## config.mk

```make
export PLATFORM = sky130hd
export DESIGN_NAME = mul_product_accumulator
export DESIGN_NICKNAME = d
export VERILOG_FILES = /design/src/rtl/mul_pkg.sv /design/src/rtl/mul_acc_adder.sv /design/src/rtl/mul_product_accumulator.sv
export SDC_FILE = /design/constraint.sdc
export NUM_CORES = 1
export LEC_CHECK = 0
export BUFFER_PORTS_ARGS = -buffer_cell sky130_fd_sc_hd__buf_2
export CORE_MARGIN = 2
export CORE_UTILIZATION = 50
export CTS_BUF_LIST = sky130_fd_sc_hd__clkbuf_4
export DETAILED_ROUTE_END_ITERATION = 16
export PLACE_DENSITY_LB_ADDON = 0.1
export SYNTH_ARGS = -nofsm -noshare
export SYNTH_HDL_FRONTEND = slang
export SYNTH_SLANG_ARGS = --single-unit
```

## constraint.sdc

```tcl
create_clock -name clk -period 6.8 [get_ports clk]
set_input_delay 0 -clock clk [delete_from_list [all_inputs] [get_ports clk]]
set_output_delay 0 -clock clk [all_outputs]
set_load 0.02 [all_outputs]
```

## src/rtl/mul_pkg.sv

```systemverilog
// Shared definitions for the product accumulator: default widths, FSM state
// encoding and the packed result record presented on the result interface.
package mul_pkg;

   localparam int DEF_PROD_W    = 12;
   localparam int DEF_ACC_W     = 16;
   localparam int DEF_CNT_W     = 6;
   localparam int DEF_MAX_TERMS = 32;

   typedef enum logic [1:0] {
      IDLE  = 2'd0,
      ACCUM = 2'd1,
      HOLD  = 2'd2
   } state_e;

   typedef struct packed {
      logic [DEF_ACC_W-1:0] data;
      logic [DEF_CNT_W-1:0] count;
      logic                 ovf;
      logic                 trunc;
   } result_t;

endpackage

```

## src/rtl/mul_acc_adder.sv

```systemverilog
// Ripple-carry accumulator adder built from full-adder cells, with carry-out.
// Define MUL_ACC_SAT_EN to clamp the sum to all-ones whenever the add carries out.
module mul_acc_adder #(
   parameter int ACC_W  = mul_pkg::DEF_ACC_W,
   parameter int PROD_W = mul_pkg::DEF_PROD_W
) (
   input  logic [ACC_W-1:0]  acc_in,
   input  logic [PROD_W-1:0] prod_in,
   output logic [ACC_W-1:0]  sum_out,
   output logic              carry_out
);

   logic [ACC_W-1:0] b_ext;
   logic [ACC_W-1:0] raw_sum;
   logic [ACC_W:0]   carry;

   assign b_ext    = ACC_W'(prod_in);
   assign carry[0] = 1'b0;

   for (genvar i = 0; i < ACC_W; i++) begin : g_fa
      assign raw_sum[i]   = acc_in[i] ^ b_ext[i] ^ carry[i];
      assign carry[i + 1] = (acc_in[i] & b_ext[i]) | (carry[i] & (acc_in[i] ^ b_ext[i]));
   end

   assign carry_out = carry[ACC_W];

`ifdef MUL_ACC_SAT_EN
   // Once pinned at all-ones, any further non-zero add carries again, so it stays pinned.
   assign sum_out = carry_out ? {ACC_W{1'b1}} : raw_sum;
`else
   assign sum_out = raw_sum;
`endif

endmodule

```

## src/rtl/mul_product_accumulator.sv

```systemverilog
// Accumulates a burst of multiplier products into a dot-product sum and presents it
// on a valid/ready result port. MUL_ACC_SAT_EN selects saturating instead of wrapping adds.
module mul_product_accumulator
   import mul_pkg::*;
#(
   parameter int PROD_W    = DEF_PROD_W,
   parameter int ACC_W     = DEF_ACC_W,
   parameter int MAX_TERMS = DEF_MAX_TERMS,
   parameter int CNT_W     = DEF_CNT_W
) (
   input  logic              clk,
   input  logic              rst_n,
   input  logic              prod_valid,
   output logic              prod_ready,
   input  logic [PROD_W-1:0] prod_data,
   input  logic              prod_last,
   output logic              res_valid,
   input  logic              res_ready,
   output logic [ACC_W-1:0]  res_data,
   output logic [CNT_W-1:0]  res_count,
   output logic              res_ovf,
   output logic              res_trunc
);

   // The result record is sized by the package, so the widths must agree with it.
   if (ACC_W != DEF_ACC_W || CNT_W != DEF_CNT_W || ACC_W < PROD_W ||
       MAX_TERMS < 1 || MAX_TERMS >= (1 << CNT_W)) begin : g_param_check
      $error("mul_product_accumulator: inconsistent width parameters");
   end

   state_e           state_q, state_d;
   logic [ACC_W-1:0] acc_q, acc_d;
   logic [CNT_W-1:0] count_q, count_d;
   logic             ovf_q, ovf_d;
   result_t          res_q, res_d;

   logic [ACC_W-1:0] sum;
   logic             carry;
   logic             beat;

   mul_acc_adder #(
      .ACC_W (ACC_W),
      .PROD_W(PROD_W)
   ) u_adder (
      .acc_in   (acc_q),
      .prod_in  (prod_data),
      .sum_out  (sum),
      .carry_out(carry)
   );

   assign prod_ready = (state_q != HOLD);
   assign res_valid  = (state_q == HOLD);
   assign beat       = prod_valid && prod_ready;

   assign res_data  = res_q.data;
   assign res_count = res_q.count;
   assign res_ovf   = res_q.ovf;
   assign res_trunc = res_q.trunc;

   always_comb begin
      // NOTE: every variable gets its hold value first so no path through the case infers a latch.
      state_d = state_q;
      acc_d   = acc_q;
      count_d = count_q;
      ovf_d   = ovf_q;
      res_d   = res_q;

      unique case (state_q)
         IDLE: begin
            if (beat) begin
               acc_d   = ACC_W'(prod_data);
               count_d = CNT_W'(1);
               ovf_d   = 1'b0;
               if (prod_last) begin
                  state_d = HOLD;
                  res_d   = '{data: acc_d, count: count_d, ovf: 1'b0, trunc: 1'b0};
               end else begin
                  state_d = ACCUM;
               end
            end
         end
         ACCUM: begin
            if (beat) begin
               acc_d   = sum;
               count_d = count_q + CNT_W'(1);
               ovf_d   = ovf_q | carry;
               if (prod_last || count_d == CNT_W'(MAX_TERMS)) begin
                  state_d = HOLD;
                  res_d   = '{data: acc_d, count: count_d, ovf: ovf_d, trunc: !prod_last};
               end
            end
         end
         HOLD: begin
            if (res_ready) begin
               state_d = IDLE;
               acc_d   = '0;
               count_d = '0;
               ovf_d   = 1'b0;
            end
         end
         default: state_d = IDLE;
      endcase
   end

   // NOTE: state registers use non-blocking assignments so every flop samples pre-edge values.
   always_ff @(posedge clk or negedge rst_n) begin
      if (!rst_n) begin
         state_q <= IDLE;
         acc_q   <= '0;
         count_q <= '0;
         ovf_q   <= 1'b0;
         res_q   <= '0;
      end else begin
         state_q <= state_d;
         acc_q   <= acc_d;
         count_q <= count_d;
         ovf_q   <= ovf_d;
         res_q   <= res_d;
      end
   end

endmodule
```

==> impl_results.md, run 1 <==
* Final min period at 5.586 ns
* Net count after synthesis at 317
* DP HPWL at 3805 um
* Vias at 2,067
* Clock Sinks at 49
* Register area at 1226 um2
* Netlist cell types at 41
* Clock Power Share at 13.9%
* Fin. Hold Viols at 0
* Largest stage delay on the critical path at 0.40 ns
* NumNets Final at 356
* Commonest cells post-synth: dfrtp_1, nand2_1, inv_1
* First-pass GRT wire length at 9729 um
* Number of buffers created by CTS at 5
* CP top delay family: adder cells
* Post-synth EDFFs at 0
* Yosys warns at 0
* Flops & latches, synth at 49
* TNS Setup at 0 ns
* Pre-antenna DRT Iters at 4
* Fillers at 490
* Total GRT Usage at 19.88%
* I/O Buffers at 42
* Clock slew at reported path FFs at 0.14 ns
* Switching share of power at 42.34%
* P_sw at 0.5252 mW
* Critical Path Fanout Max at 2
* GPL Wtd Cong at 0.7860
* Final core utilization at 57.69%
* PwrDens at 395.3 nW/um2
* End of the critical path: res_data[15]
* Die Width at 78.80 um
* Hold Path Class: input port to flop
* RSZ-0062 raised after global routing: false
* Sequential fraction of the synthesis area at 43.83%
* # DRC at 0
* Tightest Pin Transition at 0.6774 ns
* Core Area at 5439 um2
* Area of the multi-input gates at 1385 um2
* Final setup violating endpoints at 0
* Crit end category: flop
* Status: finished, final reports clean
* DP Area at 3039 um2
* Cells after Synth at 279
* Post-synth top flop: dfrtp_1
* Grt ovf at 0
* Drt wl/cell at 14.32 um
* Worst-Skew Late Latency at 0.36 ns
* Req. time, crit path at 7.07 ns
* Vias in the first global route at 2,039
* CTS tree: built
* Via density at 5.286
* R2R depth at 19
* Synth area leaders: dfrtp_1, fa_1, mux2_4
* Htree depth at 2
* Max_cap viols at 0
* Cell mode on critical path: fa_1
* Hold Slack at 0.01917 ns
* Buf/Inv on CP at 2
* Clock Path Buffers at 2
* Fmax at 179.0 MHz
* Leading area contributor after synthesis: dfrtp_1
* Area grow syn2layout at 12.16%
* Layout Skew at 0.007418 ns
* ANT nets after route at 0
* Fraction of registers with async set/reset at 100.0%
* Starting Density at 51.44%
* R2r endpoint: res_data[15]
* Startpoint Class: flop
* Iter 0 DRT Violations at 100
* Drt total wl at 5599 um
* N_diodes at 0
* Site Rows at 27
* Fin area at 3138 um2
* Power Total at 1.240 mW
* Slowest CP cell: fa_1
* Die Y at 78.80 um
* Syn avg cell area at 10.03 um2
* Worst EP arrival at 5.85 ns
* Critical path class: flop to flop
* Max Slew Vio Count at 0
* Lkg Pwr at 1.562 nW
* Pint at 0.7152 mW
* Final period utilization at 82.15%
* Top-Level Pins at 43
* Part of the power in registers at 34.2%
* Crit-path cells: ha_1, inv_1, fa_1, fa_1, fa_1, fa_1, fa_1, fa_1, fa_1, fa_1, fa_1, fa_1, inv_1, fa_1, ha_1, ha_1, ha_1, ha_1, a22o_1
* Worst IR Drop VDD at 0.0002268 V
* Worst setup path start: acc_q[0]
* Worst reg2reg startpoint: acc_q[0]
* Largest net degree at the start of global routing at 50
* Comb power frac at 51.9%
* CP Depth at 19
* Cts repair resizes at 0
* R2R Setup Slk at 1.21 ns
* Post-Syn Area at 2798 um2
* Initial antenna violation count at 0
* Layout cells sized above 1 at 21.32%
* Synth top area share at 43.83%
* Cell with the most instances after synthesis: dfrtp_1
* Die Area at 6209 um2
* Slew margin rel. at 54.67%
* Clock root buffer: clkbuf_4
==> sequential cells by signal, summed over array words and instances, names as in the netlist <==
name / cells
acc_q: 16
res_data: 16
count_q: 6
res_count: 6
state_q: 2
ovf_q: 1
res_ovf: 1
res_trunc: 1
==> power groups by stage <==
stage          clock (mW)  sequential, mW  combinational (mW)
6_report            0.172           0.424               0.644
5_1_grt             0.188           0.436               0.726
3_5_place_dp            0           0.432               0.644
2_1_floorplan           0           0.479               0.433
3_3_place_gp            0           0.428               0.632
4_1_cts             0.179           0.425               0.649
==> worst register-to-register path, delay by kind of cell (launching register included) <==
kind	cells	cell delay (ns)
AOI/OAI and AO/OA	1	0.19
adders and majority gates	16	4.80
buffers and inverters	2	0.13
DFF	1	0.37
==> worst min-delay path by stage <==
stage                        startpoint            to  slack, ns  cells after the start
final                      prod_data[0]   res_data[0]       0.02                      3
after floorplan                   rst_n      acc_q[0]      -0.30                      0
after global placement            rst_n  res_count[2]       0.15                      2
after CTS                 prod_data[11]  res_data[11]      0.008                      3
after global routing       prod_data[0]   res_data[0]       0.03                      3
after detailed placement          rst_n  res_count[5]       0.15                      2
==> logic make-up after synthesis <==
logic type / synth area share, %
and+or+nand+nor: 12.52
AOI/OAI and AO/OA: 15.34
DFF: 43.83
buffers and inverters: 6.664
adders and majority gates: 12.34
muxes: 8.050
xor gates and xnor gates: 1.252
==> metal layers <==
| layer | part of all wire, % | GRT usage [%] | vias up |
|---|---|---|---|
| met5 | 0 | 0 | - |
| met4 | 1.2 | 5.263 | 0 |
| met1 | 49 | 27.71 | 1001 |
| li1 | - | - | 1017 |
| met3 | 3.4 | 3.864 | 6 |
| met2 | 46 | 31.97 | 43 |
==> placed cells by master (no fill, tap or decap), types with 3 or more instances in the layout <==
cell and n:
mux2i_1 6, ha_1 10, buf_4 3, dfrtp_1 49
fa_1 11, nor2b_1 4, mux2_4 11, a31oi_1 5
nand3_1 8, a22o_1 6, nand2_1 31, xnor2_1 3
nor2_1 19, inv_1 28, o22ai_1 8, nand2b_1 3
o21ai_0 24, buf_2 42, clkbuf_4 6, a21oi_1 13
==> through the flow <==
step | std cells | setup WS [ns]
floorplan | 279 | 1.404
global placement | 381 | 1.292
detailed placement | 381 | 1.193
CTS | 391 | 1.193
global route | 391 | 0.9746
finish | 391 | 1.214
==> area by class of cell <==
| cell class | instances | area share (%) |
|---|---|---|
| clock buffers | 6 | 1.435 |
| clock inverters | 2 | 1.077 |
| inverters | 28 | 3.349 |
| multi-input cells | 187 | 44.14 |
| flip-flops and latches | 49 | 39.08 |
| well taps | 72 | 2.871 |
| repair buffers | 47 | 8.054 |
==> repair_timing <==
action	4_1_cts	5_1_grt
buffers inserted	0	0
endpoints found under the hold margin	52	0
hold buffers	2	0
Power figures use the tool's default switching activity.
==> run 2, diff against run 1 <==
==> constraint.sdc (replaced) <==
create_clock -name clk -period 5.8 [get_ports clk]
set_input_delay 0 -clock clk [delete_from_list [all_inputs] [get_ports clk]]
set_output_delay 0 -clock clk [all_outputs]
set_load 0.02 [all_outputs]
==> impl_results.md, run 2 (same netlist as run 1, synthesis figures left out) <==
* Layout cells sized above 1 at 22.01%
* Commonest non-fill, non-tap cells in the layout: dfrtp_1, buf_2, nand2_1, inv_1, o21ai_0
* Switching share of power at 43.60%
* Slack of the critical path at 0.2809 ns
* CTS tree: built
* Core Area at 5439 um2
* Fin. Hold Viols at 0
* Startpoint Class: flop
* Comb power frac at 54.2%
* Leading cell type in the layout, fill and taps excluded: dfrtp_1
* Pre-antenna DRT Iters at 4
* Worst IR Drop VDD at 0.0002873 V
* Number of buffers created by CTS at 5
* Initial antenna violation count at 0
* R2R depth at 19
* Site Rows at 27
* Area grow syn2layout at 11.31%
* ANT nets after route at 0
* Iter 0 DRT Violations at 98
* Clock Power Share at 10.3%
* Max Slew Vio Count at 0
* Critical Path Fanout Max at 2
* Clock slew at reported path FFs at 0.13 ns
* Critical path class: flop to flop
* Worst Hold End: res_data[11]
* Largest net degree at the start of global routing at 50
* NumNets Final at 357
* Die Width at 78.80 um
* Die Area at 6209 um2
* Crit-path cells: ha_1, inv_1, fa_1, fa_1, fa_2, fa_1, fa_1, fa_1, fa_1, fa_2, fa_1, fa_1, inv_1, fa_1, ha_1, ha_1, ha_1, ha_1, a22o_1
* Part of the power in registers at 35.4%
* Largest stage delay on the critical path at 0.40 ns
* Total GRT Usage at 20.20%
* Req. time, crit path at 6.07 ns
* Vias at 2,038
* Hold path depth at 3
* Drt wl/cell at 14.36 um
* Max_cap viols at 0
* DP HPWL at 3833 um
* GPL Wtd Cong at 0.7861
* Die Y at 78.80 um
* Hold Path Class: input port to flop
* Clock root buffer: clkbuf_4
* Worst setup path start: acc_q[0]
* Final setup violating endpoints at 0
* P_sw at 0.6126 mW
* Final period utilization at 95.16%
* Starting Density at 51.44%
* Beginning of the worst hold path: prod_data[11]
* Lkg Pwr at 1.550 nW
* Worst EP arrival at 5.79 ns
* First-pass GRT wire length at 9798 um
* Fin area at 3114 um2
* Tightest Pin Transition at 0.6215 ns
* Drt total wl at 5600 um
* Top-Level Pins at 43
* Slew margin rel. at 58.57%
* Grt ovf at 0
* Htree depth at 2
* Pint at 0.7926 mW
* Vias in the first global route at 2,043
* R2r endpoint: res_data[15]
* TNS Setup at 0 ns
* Buf/Inv on CP at 2
* RSZ-0062 raised after global routing: false
* Clock Sinks at 49
* CP top delay family: adder cells
* Via density at 5.226
* Crit end category: flop
* Fmax at 181.2 MHz
* R2R Setup Slk at 0.28 ns
* Status: finished, final reports clean
* # DRC at 0
* DP Area at 3039 um2
* N_diodes at 0
* Pre-CTS setup slack at 0.1829 ns
* Final min period at 5.519 ns
* I/O Buffers at 42
* Worst-Skew Late Latency at 0.37 ns
* Clock Path Buffers at 2
* PwrDens at 451.2 nW/um2
* Worst reg2reg startpoint: acc_q[0]
* Layout Skew at 0.01247 ns
* Slowest CP cell: fa_1
* Cell mode on critical path: fa_1
[run 2: final cells by class]
type / instances / area (um2)
multi-input combinational: 187 / 1390
timing repair buffer: 48 / 260.3
clock inverter: 1 / 5.005
fill: 484 / 2325
clock buffer: 5 / 37.54
inverter: 28 / 105.1
tap: 72 / 90.09
sequential: 49 / 1226
[run 2: timing repair]
action                                  CTS  global route
hold buffers                              2             0
endpoints found under the setup margin    0             3
buffers inserted                          0             1
resized for setup                         0             2
endpoints found under the hold margin    52             0
[run 2: per-layer routing]
metal  GRT usage, %  up-vias  share of wire (%)
met2          32.99       39                 47
met3          4.432        5                3.8
met1          27.63      972                 48
met5              0        -                  0
li1               -     1022                  -
met4          4.737        0                1.1
[run 2: worst max-delay path by stage]
stage                     slack [ns]  depth (start not counted)      endpoint
final                           0.28                         19  res_data[15]
after global routing            0.03                         19  res_data[15]
after CTS                       0.15                         19  res_data[15]
after detailed placement        0.18                         19  res_data[15]
after global placement          0.29                         19  res_data[15]
after floorplan                 0.40                         19  res_data[15]
[run 2: per-stage QoR]
step,std cells,total power [mW],hold WS (ns),util [%]
floorplan,279,1.069,-0.2956,-
global placement,381,1.244,0.1490,55.88
detailed placement,381,1.262,0.1534,55.88
CTS,389,1.416,0.007177,57.03
finish,390,1.405,0.01376,57.26
global route,390,1.539,0.03213,57.26
[run 2: power by group through the flow]
stage / Combinational, mW / Sequential, mW / Clock [mW]
6_report: 0.762 / 0.498 / 0.145
5_1_grt: 0.863 / 0.511 / 0.166
4_1_cts: 0.764 / 0.499 / 0.153
3_5_place_dp: 0.756 / 0.506 / 0
3_3_place_gp: 0.742 / 0.502 / 0
2_1_floorplan: 0.507 / 0.562 / 0
[run 2: worst register-to-register path, stage by stage (launching register included)]
cell	delay, ns
dfrtp_1	0.37
ha_1	0.14
inv_1	0.05
fa_1	0.37
fa_1	0.40
fa_2	0.36
fa_1	0.39
fa_1	0.39
fa_1	0.39
fa_1	0.40
fa_2	0.35
fa_1	0.39
fa_1	0.36
inv_1	0.07
fa_1	0.16
ha_1	0.14
ha_1	0.14
ha_1	0.14
ha_1	0.23
a22o_1	0.19
==> run 3, diff against run 2 <==
--- a/config.mk
+++ b/config.mk
@@ -7,10 +7,10 @@
 export LEC_CHECK = 0
 export BUFFER_PORTS_ARGS = -buffer_cell sky130_fd_sc_hd__buf_2
 export CORE_MARGIN = 2
-export CORE_UTILIZATION = 50
+export CORE_UTILIZATION = 45
 export CTS_BUF_LIST = sky130_fd_sc_hd__clkbuf_4
 export DETAILED_ROUTE_END_ITERATION = 16
-export PLACE_DENSITY_LB_ADDON = 0.1
+export PLACE_DENSITY = 0.64
 export SYNTH_ARGS = -nofsm -noshare
 export SYNTH_HDL_FRONTEND = slang
 export SYNTH_SLANG_ARGS = --single-unit
==> impl_results.md, run 3 (same netlist as run 1, synthesis figures left out) <==
* Status: finished, final reports clean
* Register area at 1226 um2
* Core Area at 5956 um2
* Final min period at 5.579 ns
* Largest stage delay on the critical path at 0.40 ns
* Max_cap viols at 0
* Worst EP arrival at 5.85 ns
* PwrDens at 461.8 nW/um2
* Die Area at 6864 um2
* Starting Density at 46.97%
* # DRC at 0
* GR Util met2 at 27.20%
* DP HPWL at 3879 um
* Max Slew Vio Count at 0
* Commonest non-fill, non-tap cells in the layout: dfrtp_1, buf_2, nand2_1, inv_1, o21ai_0
* Clock Path Buffers at 2
* Clock root buffer: clkbuf_4
* Clock slew at reported path FFs at 0.15 ns
* Site Rows at 28
* First-pass GRT wire length at 9729 um
* Hold Path Class: input port to flop
* Fillers at 568
* Fin. Hold Viols at 0
* Drt wl/cell at 14.25 um
* Fmax at 179.3 MHz
* Met3 GRT Util at 4.274%
* Pre-antenna DRT Iters at 5
* Final core utilization at 52.96%
* Worst-Skew Late Latency at 0.38 ns
* Drt total wl at 5628 um
* Layout Skew at 0.02255 ns
* Busiest grt layer: met2
* Critical path class: flop to flop
* Hold Slack at 0.009997 ns
* Slowest CP cell: fa_1
* Top-Level Pins at 43
* Leading cell type in the layout, fill and taps excluded: dfrtp_1
* Largest net degree at the start of global routing at 50
* Vias at 2,057
* Clock Sinks at 49
* GPL Wtd Cong at 0.7423
* RSZ-0062 raised after global routing: false
* Via density at 5.208
* Area of the multi-input gates at 1388 um2
* Pre-CTS setup slack at 0.2055 ns
* Worst IR Drop VDD at 0.0002761 V
* Total GRT Usage at 17.46%
* Layout cells sized above 1 at 21.56%
* Crit-path cells: ha_1, inv_1, fa_1, fa_2, fa_1, fa_1, fa_1, fa_1, fa_1, fa_1, fa_1, fa_1, inv_1, fa_1, ha_1, ha_1, ha_1, ha_1, a22o_1
* Req. time, crit path at 6.07 ns
* Htree depth at 2
* ANT nets after route at 0
* Grt ovf at 0
* NumNets Final at 357
* Vias in the first global route at 2,095
* Die Y at 82.85 um
* Tightest Pin Transition at 0.6208 ns
* Iter 0 DRT Violations at 82
* CTS tree: built
* Power Total at 1.456 mW
* Area grow syn2layout at 12.75%
* Post-CTS Setup Bufs at 0
* I/O Buffers at 42
* Lkg Pwr at 1.561 nW
* Crit end category: flop
* Met1 Track Usage GR at 24.59%
* Initial antenna violation count at 0
* Slack of the critical path at 0.2213 ns
* Slew margin rel. at 58.61%
* Final setup violating endpoints at 0
* Cell mode on critical path: fa_1
* Die Width at 82.85 um
* Final period utilization at 96.18%
* TNS Setup at 0 ns
* Critical Path Fanout Max at 2
* N_diodes at 0
* Number of buffers created by CTS at 5
* Startpoint Class: flop
run 3: cell count changes in the layout (fill, tap and decap cells not counted):
cell / change
clkinv_1: +1
fa_1: +1
clkinv_2: -1
clkinvlp_4: +1
fa_2: -1
bufinv_16: +1
dlygate4sd3_1: +1
buf_4: -1
run 3: report_power, final:
part	leakage [nW]	internal (mW)	switching, mW
Clock	0.0389	0.0894	0.114
Combinational	0.891	0.303	0.453
Sequential	0.631	0.443	0.0534
Total	1.56	0.836	0.621
run 3: routing by layer:
layer  up-vias  routed length [um]
met5         -                   0
met4         0                  64
met3         6                 181
met2        33                2630
met1       999                2751
li1       1019                   -
run 3: layout make-up:
cell class | instances | area share [%]
Clock buffer | 5 | 1.190
Clock inverter | 3 | 1.309
Inverter | 28 | 3.332
Multi-Input combinational cell | 187 | 43.99
Sequential cell | 49 | 38.87
Tap cell | 75 | 2.975
Timing Repair Buffer | 48 | 8.330
run 3: per-stage QoR:
| step | std cells | cell area, um2 |
|---|---|---|
| finish | 395 | 3154 |
| global route | 395 | 3154 |
| CTS | 394 | 3142 |
| detailed placement | 384 | 3043 |
| global placement | 384 | 3043 |
| floorplan | 279 | 2798 |
run 3: worst paths after layout:
| kind | cells past startpoint | slack [ns] | end | from |
|---|---|---|---|---|
| setup / recovery | 19 | 0.22 | res_data[15] | acc_q[0] |
| hold / removal | 4 | 0.01 | res_data[3] | prod_data[3] |
| setup reg to reg | 19 | 0.22 | res_data[15] | acc_q[0] |
| hold reg to reg | 2 | 0.50 | acc_q[15] | acc_q[15] |
| max in group asynchronous | 3 | 5.14 | res_data[0] | rst_n |
| min in group asynchronous | 3 | 0.23 | res_ovf | rst_n |
run 3: repair_timing:
action,CTS,global route
hold endpoints to repair,52,1
resized for setup,0,1
endpoints found under the setup margin,0,1
hold buffers,2,1
run 3: worst max-delay path: cells and delay by family (launching register included):
kind | cells | cell delay, ns
buf+inv | 2 | 0.12
flops | 1 | 0.38
compound gates | 1 | 0.19
fa+ha+maj | 16 | 4.77
